**src/rtl/pll_dyn_ctrl.sv**
```systemverilog
// pll_dyn_ctrl: rPLL dynamic divider reconfiguration and lock supervisor.
// All logic runs on the PLL reference clock. The rPLL instance lives outside
// this block; this block drives its RESET, FBDSEL and IDSEL inputs and
// qualifies its LOCK output.
//
//  state        | meaning
//  -------------+-------------------------------------------------------------
//  ST_RST       | PLL held in reset for RESET_CYCLES cycles, dividers applied
//  ST_WAIT_LOCK | reset released, waiting for lock_s with timeout
//  ST_STABLE    | lock_s seen, counting LOCK_STABLE consecutive lock cycles
//  ST_LOCKED    | qualified lock, requests accepted, lock loss triggers relock
//  ST_FAIL      | retries exhausted, PLL held in reset until a valid request
module pll_dyn_ctrl #(
   parameter int                        NUM_PROFILES    = 4,
   parameter logic [6*NUM_PROFILES-1:0] PROFILE_FBDIV   = {6'd3, 6'd2, 6'd1, 6'd0},
   parameter logic [6*NUM_PROFILES-1:0] PROFILE_IDIV    = {6'd1, 6'd1, 6'd1, 6'd0},
   parameter int                        DEFAULT_PROFILE = 1,
   parameter int                        RESET_CYCLES    = 16,
   parameter int                        LOCK_STABLE     = 64,
   parameter int                        LOCK_TIMEOUT    = 4096,
   parameter int                        MAX_RETRY       = 3
) (
   input  logic       clkin,
   input  logic       reset,
   input  logic       req_valid,
   input  logic [3:0] req_profile,
   output logic       req_ready,
   output logic       bad_req,
   input  logic       pll_lock,
   output logic       pll_reset,
   output logic [5:0] pll_fdiv,
   output logic [5:0] pll_idiv,
   output logic       locked,
   output logic       busy,
   output logic       error,
   output logic [3:0] active_profile
);

   localparam int RCW = $clog2(RESET_CYCLES + 1);
   localparam int TOW = $clog2(LOCK_TIMEOUT + 1);
   localparam int SCW = $clog2(LOCK_STABLE + 1);
   localparam int RTW = (MAX_RETRY < 1) ? 1 : $clog2(MAX_RETRY + 1);

   localparam logic [RCW-1:0] RC_LOAD  = RCW'(RESET_CYCLES - 1);
   localparam logic [TOW-1:0] TO_LOAD  = TOW'(LOCK_TIMEOUT - 1);
   localparam logic [SCW-1:0] SC_LOAD  = SCW'(LOCK_STABLE - 1);
   localparam logic [RTW-1:0] RT_MAX   = RTW'(MAX_RETRY);
   localparam logic [3:0]     DEF_PROF = 4'(DEFAULT_PROFILE);

   typedef enum logic [2:0] {
      ST_RST,
      ST_WAIT_LOCK,
      ST_STABLE,
      ST_LOCKED,
      ST_FAIL
   } state_t;

   state_t         r_state;
   logic           r_lock_meta;
   logic           r_lock_s;
   logic [RCW-1:0] r_rst_cnt;
   logic [TOW-1:0] r_timer;
   logic [SCW-1:0] r_stable_cnt;
   logic [RTW-1:0] r_retry;
   logic           w_req_in_range;

   // The rPLL dynamic select inputs are inverted: it expects 63 - SEL.
   function automatic logic [5:0] f_fdiv(input logic [3:0] idx);
      return 6'd63 - PROFILE_FBDIV[6*idx +: 6];
   endfunction

   function automatic logic [5:0] f_idiv(input logic [3:0] idx);
      return 6'd63 - PROFILE_IDIV[6*idx +: 6];
   endfunction

   // Range check of the requested profile index.
   always_comb begin
      w_req_in_range = ({1'b0, req_profile} < 5'(NUM_PROFILES));
   end

   // Lock synchroniser, sequencing FSM, timers and registered outputs.
   always_ff @(posedge clkin) begin
      if (reset) begin
         r_state        <= ST_RST;
         r_lock_meta    <= 1'b0;
         r_lock_s       <= 1'b0;
         r_rst_cnt      <= RC_LOAD;
         r_timer        <= TO_LOAD;
         r_stable_cnt   <= SC_LOAD;
         r_retry        <= '0;
         pll_reset      <= 1'b1;
         pll_fdiv       <= f_fdiv(DEF_PROF);
         pll_idiv       <= f_idiv(DEF_PROF);
         active_profile <= DEF_PROF;
         locked         <= 1'b0;
         busy           <= 1'b1;
         error          <= 1'b0;
         req_ready      <= 1'b0;
         bad_req        <= 1'b0;
      end else begin
         r_lock_meta <= pll_lock;
         r_lock_s    <= r_lock_meta;
         bad_req     <= 1'b0;
         case (r_state)
            ST_RST: begin
               if (r_rst_cnt == '0) begin
                  r_state      <= ST_WAIT_LOCK;
                  pll_reset    <= 1'b0;
                  r_timer      <= TO_LOAD;
                  r_stable_cnt <= SC_LOAD;
               end else begin
                  r_rst_cnt <= r_rst_cnt - RCW'(1);
               end
            end
            ST_WAIT_LOCK: begin
               if (r_lock_s) begin
                  r_state      <= ST_STABLE;
                  r_stable_cnt <= SC_LOAD;
               end else if (r_timer == '0) begin
                  if (r_retry < RT_MAX) begin
                     r_retry   <= r_retry + RTW'(1);
                     r_state   <= ST_RST;
                     r_rst_cnt <= RC_LOAD;
                     pll_reset <= 1'b1;
                  end else begin
                     r_state   <= ST_FAIL;
                     pll_reset <= 1'b1;
                     error     <= 1'b1;
                     busy      <= 1'b0;
                     req_ready <= 1'b1;
                  end
               end else begin
                  r_timer <= r_timer - TOW'(1);
               end
            end
            ST_STABLE: begin
               // Timeout keeps running across lock glitches so a chattering
               // lock cannot postpone the timeout indefinitely.
               if (r_timer != '0) begin
                  r_timer <= r_timer - TOW'(1);
               end
               if (!r_lock_s) begin
                  r_state      <= ST_WAIT_LOCK;
                  r_stable_cnt <= SC_LOAD;
               end else if (r_stable_cnt == '0) begin
                  r_state   <= ST_LOCKED;
                  locked    <= 1'b1;
                  busy      <= 1'b0;
                  req_ready <= 1'b1;
                  r_retry   <= '0;
               end else begin
                  r_stable_cnt <= r_stable_cnt - SCW'(1);
               end
            end
            ST_LOCKED: begin
               // A valid request takes priority over a same-cycle lock loss.
               if (req_valid && w_req_in_range) begin
                  r_state        <= ST_RST;
                  r_rst_cnt      <= RC_LOAD;
                  r_retry        <= '0;
                  pll_reset      <= 1'b1;
                  pll_fdiv       <= f_fdiv(req_profile);
                  pll_idiv       <= f_idiv(req_profile);
                  active_profile <= req_profile;
                  locked         <= 1'b0;
                  busy           <= 1'b1;
                  req_ready      <= 1'b0;
               end else begin
                  if (req_valid) begin
                     bad_req <= 1'b1;
                  end
                  if (!r_lock_s) begin
                     r_state   <= ST_RST;
                     r_rst_cnt <= RC_LOAD;
                     r_retry   <= '0;
                     pll_reset <= 1'b1;
                     locked    <= 1'b0;
                     busy      <= 1'b1;
                     req_ready <= 1'b0;
                  end
               end
            end
            ST_FAIL: begin
               if (req_valid && w_req_in_range) begin
                  r_state        <= ST_RST;
                  r_rst_cnt      <= RC_LOAD;
                  r_retry        <= '0;
                  pll_reset      <= 1'b1;
                  pll_fdiv       <= f_fdiv(req_profile);
                  pll_idiv       <= f_idiv(req_profile);
                  active_profile <= req_profile;
                  error          <= 1'b0;
                  busy           <= 1'b1;
                  req_ready      <= 1'b0;
               end else if (req_valid) begin
                  bad_req <= 1'b1;
               end
            end
            default: begin
               r_state   <= ST_RST;
               r_rst_cnt <= RC_LOAD;
               pll_reset <= 1'b1;
            end
         endcase
      end
   end

endmodule

```
**config.mk**
```make
export PLATFORM = sky130hd
export DESIGN_NAME = pll_dyn_ctrl
export DESIGN_NICKNAME = d
export VERILOG_FILES = /design/src/rtl/pll_dyn_ctrl.sv
export SDC_FILE = /design/constraint.sdc
export NUM_CORES = 1
export LEC_CHECK = 0
export CAP_MARGIN = 20
export CORE_ASPECT_RATIO = 1.4
export CORE_MARGIN = 2
export CORE_UTILIZATION = 55
export DETAILED_ROUTE_END_ITERATION = 10
export PLACE_DENSITY = 0.75
export RECOVER_POWER = 25
export SYNTH_ARGS = -nofsm -noshare
export SYNTH_HDL_FRONTEND = slang
export SYNTH_SLANG_ARGS = --single-unit
```
**constraint.sdc**
```tcl
create_clock -name clkin -period 2.6 [get_ports clkin]
set_clock_uncertainty 0.05 [all_clocks]
set_input_delay 0.65 -clock clkin [delete_from_list [all_inputs] [get_ports clkin]]
set_output_delay 0.65 -clock clkin [all_outputs]
set_load 0.02 [all_outputs]
```
==> reports/qor.yml <==
layout:
  fin_util_pct: 65.04
  num_antenna_cells: 0
  drive_above_1_share_pct: 11.29
  nets: 322
  final_common_cell: "dfxtp_1"
  fin_area_um2: 2711
  fillCellCount: 382
  layout_common_cells: "dfxtp_1 (45), nand2_1 (34), nor2_1 (20)"
  syn_to_final_growth_pct: 14.90
clock_tree:
  worstSkewPairLatency_ps: 300
  clkTransAtPathRegs_ps: 90
  root_buffer: "clkbuf_8"
  cts_tree: "yes"
  cts_made_buffers: 5
  htree_num_levels: 2
  clock-sinks: 45
  hold_buffers: 0
  cts_buffer_depth: 2
timing:
  drv_slew: 0
  rsz0062_at_grt: "no"
  fmax_mhz: 423.3
  hold_violations: 0
  post-route-min-period_ps: 2362
  fin_crit_sh_pct: 90.86
  finalSetupViolCount: 0
  relSlewSlack_pct: 49.32
  setup_ws_ps: 237.6
  tightest_slew_ps: 754.4
floorplan:
  fp.dieW_um: 59.36
  die-area_um2: 4838
  start_util_pct: 56.60
  io_pins: 30
  placeableCoreArea_um2: 4169
  fp.dieH_um: 81.51
  rows: 28
place:
  port_buffers: 20
  place_ws_ps: -69.00
  dp_hpwl_mm: 3.563
  place_congestion: 0.8378
  placed_area_um2: 2595
route:
  drtIter0Drc: 130
  routed_via_density: 5.800
  wl_per_cell_um: 13.51
  drt_wl_total_mm: 4.795
  dr.pass1.iters: 4
  num_vias: 2059
  antenna_left: 0
  drcViolationCount: 0
power_and_ir_drop:
  clkPwrFrac_pct: 41.1
  power.internal_mw: 1.006
  p_leak_nw: 1.061
  peakVddDrop_mv: 0.3787
  comb_power_share_pct: 4.9
  p_per_area_nw_per_um2: 478.3
  seqPwrFrac_pct: 54.0
  p_sw_uw: 290.7
  swShare_pct: 22.42
logic_synthesis:
  netlist_area_um2: 2360
  synth_top_cell_by_area: "dfxtp_1"
  synth-edff-count: 0
  ys_seq_elements: 45
  synthTopCellsByArea: "dfxtp_1 (38%), nand2_1 (5.4%), nand3_1 (3.8%), a21oi_1 (3.4%), nor2_1 (3.2%)"
  netlist_instances: 286
  yosysWarningCount: 0
  async_flop_share_pct: 0
  yosysTopAreaCellShare_pct: 38.18
  synth_cell_type_count: 58
  avgSynthCellArea_um2: 8.251
  synth_top_flop_cell: "dfxtp_1"
  ys_seq_area_share_pct: 38.18
grt:
  grt_overflow_total: 0
  grt_pass1_vias: 1823
  grt_max_degree: 16
  track_usage_pct: 21.64
  antenna_found_initial: 0
  grt_pass1_wl_mm: 8.093
run_status:
  status: "completed"
critical_path:
  reg2reg_slack_ps: 240
  end_kind: "register"
  critPathRequiredTime_ps: 2800
  critPathArrivalTime_ps: 2570
  crit_fanout: 12
  startpoint: "r_rst_cnt[0]"
  startpoint_type: "register"
  r2r-start: "r_rst_cnt[0]"
  crit_type: "register to register"
min_path:
  min_from: "r_lock_meta"
  hp-class: "register to register"
job:
  cap_violations: 0
==> area by class of cell <==
| class | instances | area (µm²) | share of cell area [%] |
|---|---|---|---|
| multi-input combinational | 213 | 1311 | 48.36 |
| sequential | 45 | 900.9 | 33.23 |
| timing repair buffer | 32 | 282.8 | 10.43 |
| clock buffer | 5 | 68.82 | 2.538 |
| tap | 45 | 56.30 | 2.077 |
| clock inverter | 3 | 46.29 | 1.707 |
| inverter | 12 | 45.04 | 1.661 |
==> Yosys cell counts (all sizes together) (2+ instances only) <==
cell type,count
xor2,5
a31oi,6
a21oi,16
mux2i,3
o31a,3
and2,3
or3,5
clkbuf,10
nand3,18
o41ai,2
and3,2
nor3b,4
buf,14
inv,12
nor4,2
a41oi,2
dfxtp,45
a211oi,5
xnor2,3
nor2,20
o311a,2
nor2b,6
nand4,4
nand2,34
o21ai,9
or2,2
nor3,9
o31ai,4
nor4b,2
or4,6
ha,5
nand2b,3
o211ai,5
a21boi,2
==> worst paths after layout <==
path                      to  cells after the start
setup / recovery  r_timer[8]                      7
hold / removal      r_lock_s                      1
setup reg to reg  r_timer[8]                      7
hold reg to reg     r_lock_s                      1
==> layer usage <==
metal	routed length (µm)	global-route usage (%)
met3	115	4.724
met5	0	0
met2	2441	37.03
met1	2129	25.73
met4	109	8.864
==> power by group through the flow <==
stage / Clock, mW / Combinational, mW / Sequential (mW)
CTS: 0.550 / 0.0639 / 0.700
global route: 0.579 / 0.0701 / 0.701
finish: 0.533 / 0.0636 / 0.700
global placement: 0 / 0.0631 / 0.716
detailed placement: 0 / 0.0639 / 0.716
floorplan: 0 / 0.0494 / 0.714
==> flip-flops by register name, indices dropped and copies added (netlist names) <==
name,cells
r_rst_cnt,5
active_profile,4
r_lock_s,1
req_ready,1
r_timer,13
error,1
r_lock_meta,1
busy,1
pll_idiv,1
r_state,3
locked,1
bad_req,1
pll_reset,1
r_stable_cnt,7
pll_fdiv,2
r_retry,2
==> timing repair <==
| item | CTS | global route |
|---|---|---|
| setup endpoints to repair | 0 | 2 |
| gates resized for setup | 0 | 1 |
| setup buffers | 0 | 0 |
==> stage by stage <==
stage	TNS, ps	power, mW	cells	hold slack (ps)
floorplan	0	0.7634	294	363.8
global placement	-140.2	0.7788	347	370.8
detailed placement	-357.0	0.7796	347	378.9
CTS	0	1.313	355	401.3
global route	0	1.350	355	427.6
finish	0	1.297	355	395.7
==> kinds of logic (layout without fill, tap and decap cells) <==
kind of cell | after synthesis | count (layout) | synth area share [%]
other | 1 | 9 | 0.1589
AOI/OAI and AO/OA | 64 | 64 | 18.67
xor gates and xnor gates | 8 | 8 | 2.969
buffers and inverters | 36 | 52 | 7.900
muxes | 3 | 3 | 1.273
DFF | 45 | 45 | 38.18
adders and majority gates | 5 | 5 | 2.651
and+or+nand+nor | 124 | 124 | 28.21
==> critical path, cell delays in order (launching register included) <==
cell and delay [ps]:
dfxtp_1 350, inv_1 70, ha_1 230, nor4b_4 320, o311a_1 260, o211ai_1 320
or4_2 630, nand3_1 100
(Power assumes the default switching activity.)
==> RTL change (same settings) <==
The parameter `LOCK_STABLE` goes from 64 to 32.
--- a/src/rtl/pll_dyn_ctrl.sv
+++ b/src/rtl/pll_dyn_ctrl.sv
@@ -18,3 +18,3 @@
    parameter int                        RESET_CYCLES    = 16,
-   parameter int                        LOCK_STABLE     = 64,
+   parameter int                        LOCK_STABLE     = 32,
    parameter int                        LOCK_TIMEOUT    = 4096,
Formal check against the unedited RTL: no difference found for any inputs over 10 cycles, from zero or initial values and one cycle with reset high; that may be too few to reach the edited logic, so the function may still have changed.
==> RTL change against the original RTL <==
  * Critical endpoint is now r_timer[12]
  * Critical path type unchanged
  * Setup slack better by 0.0072 ns
  * Final area up 3.1%
  * Via count rose by 4.6%
  * First-iteration DRC count decreased by 12%
  * Area after synthesis grew 2.1%
  * Routed wire length up 11%
  * Highest routed layer unchanged
  * Sequential cell count decreased by 1
Power is not compared: it rests on default switching activity, and its combinational part moved more than twofold at a synthesized area within 25%.
==> RTL change: results <==
export IMPL_buf_share_pct=10.9
export IMPL_clock_area_share_pct=4.52
export IMPL_critPathTopFamily="compound AO/OA/AOI/OAI gates"
export IMPL_final_area_um2=2800
export IMPL_globalRouteOverflowTotal=0
export IMPL_drt_initial_drc_count=114
export IMPL_wl_per_cell_um=14.7
export IMPL_dp_cells=353
export IMPL_n_all_buffers=35
export IMPL_finalHoldWorstSlack_ns=0.407
export IMPL_preCtsSetupSlack_ns=0.0252
export IMPL_status="complete, no violations"
export IMPL_final_nets=329
export IMPL_relSlewSlack_pct=57.9
export IMPL_track_usage_pct=22.5
export IMPL_setup_ws_ns=0.245
export IMPL_slowest_delay_ns=0.57
export IMPL_inv_count=11
export IMPL_yosysSeqAreaShare_pct=36.6
export IMPL_top_regs="r_timer x13, r_stable_cnt x6, r_rst_cnt x5"
export IMPL_drive_gt1_share_pct=9.49
export IMPL_hold_depth=1
export IMPL_cts_sinks=44
export IMPL_cp_max_fo=9
export IMPL_gp_congestion=0.856
export IMPL_syn_inst=289
export IMPL_multi_input_cells=218
export IMPL_dp_hpwl_um=3830
export IMPL_yosys_cell_types_count=56
export IMPL_multiInputGateArea_um2=1390
export IMPL_grt_pass1_wl_um=8540
export IMPL_n_fill_cell=354
export IMPL_grt_pass1_vias=1935
export IMPL_nClkBuffers=7
export IMPL_critPathSlowestCell="or4b_4"
export IMPL_synth_area_leaders="dfxtp_1 37%, nor2_1 4.0%, nand2_1 3.9%, nor3_1 3.7%, xor2_1 3.6%"
export IMPL_ys_top_cells_by_count="44 x dfxtp_1, 26 x nor2_1, 25 x nand2_1, 18 x nor3_1, 14 x clkbuf_1"
export IMPL_core_area_um2=4200
export IMPL_crit_end="r_timer[12]"
export IMPL_crit_arrival_ns=2.50
export IMPL_ff2ff_path_depth=7
export IMPL_via_per_inst=5.96
==> RTL change: per-layer routing <==
layer | track usage [%] | share of wire [%]
met3 | 4.83 | 3.3
met4 | 9.33 | 1.9
met2 | 36.4 | 50
met5 | 0 | 0
met1 | 28.5 | 45
==> RTL change: power breakdown <==
part / total (mW) / switching, mW / leakage (nW) / internal (mW)
Clock: 0.571 / 0.231 / 0.0645 / 0.339
Combinational: 0.405 / 0.234 / 0.619 / 0.171
Sequential: 0.775 / 0.0509 / 0.357 / 0.724
Total: 1.75 / 0.516 / 1.04 / 1.23
==> RTL change: kinds of logic after synthesis <==
logic type      count (synthesis)  share of synthesized area (%)
other cells                     1                          0.156
fa+ha+maj                       6                           3.12
buf+inv                        35                           7.16
simple gates                  122                           27.2
mux                             7                           2.96
flops                          44                           36.6
compound gates                 61                           18.1
xor+xnor                       13                           4.72
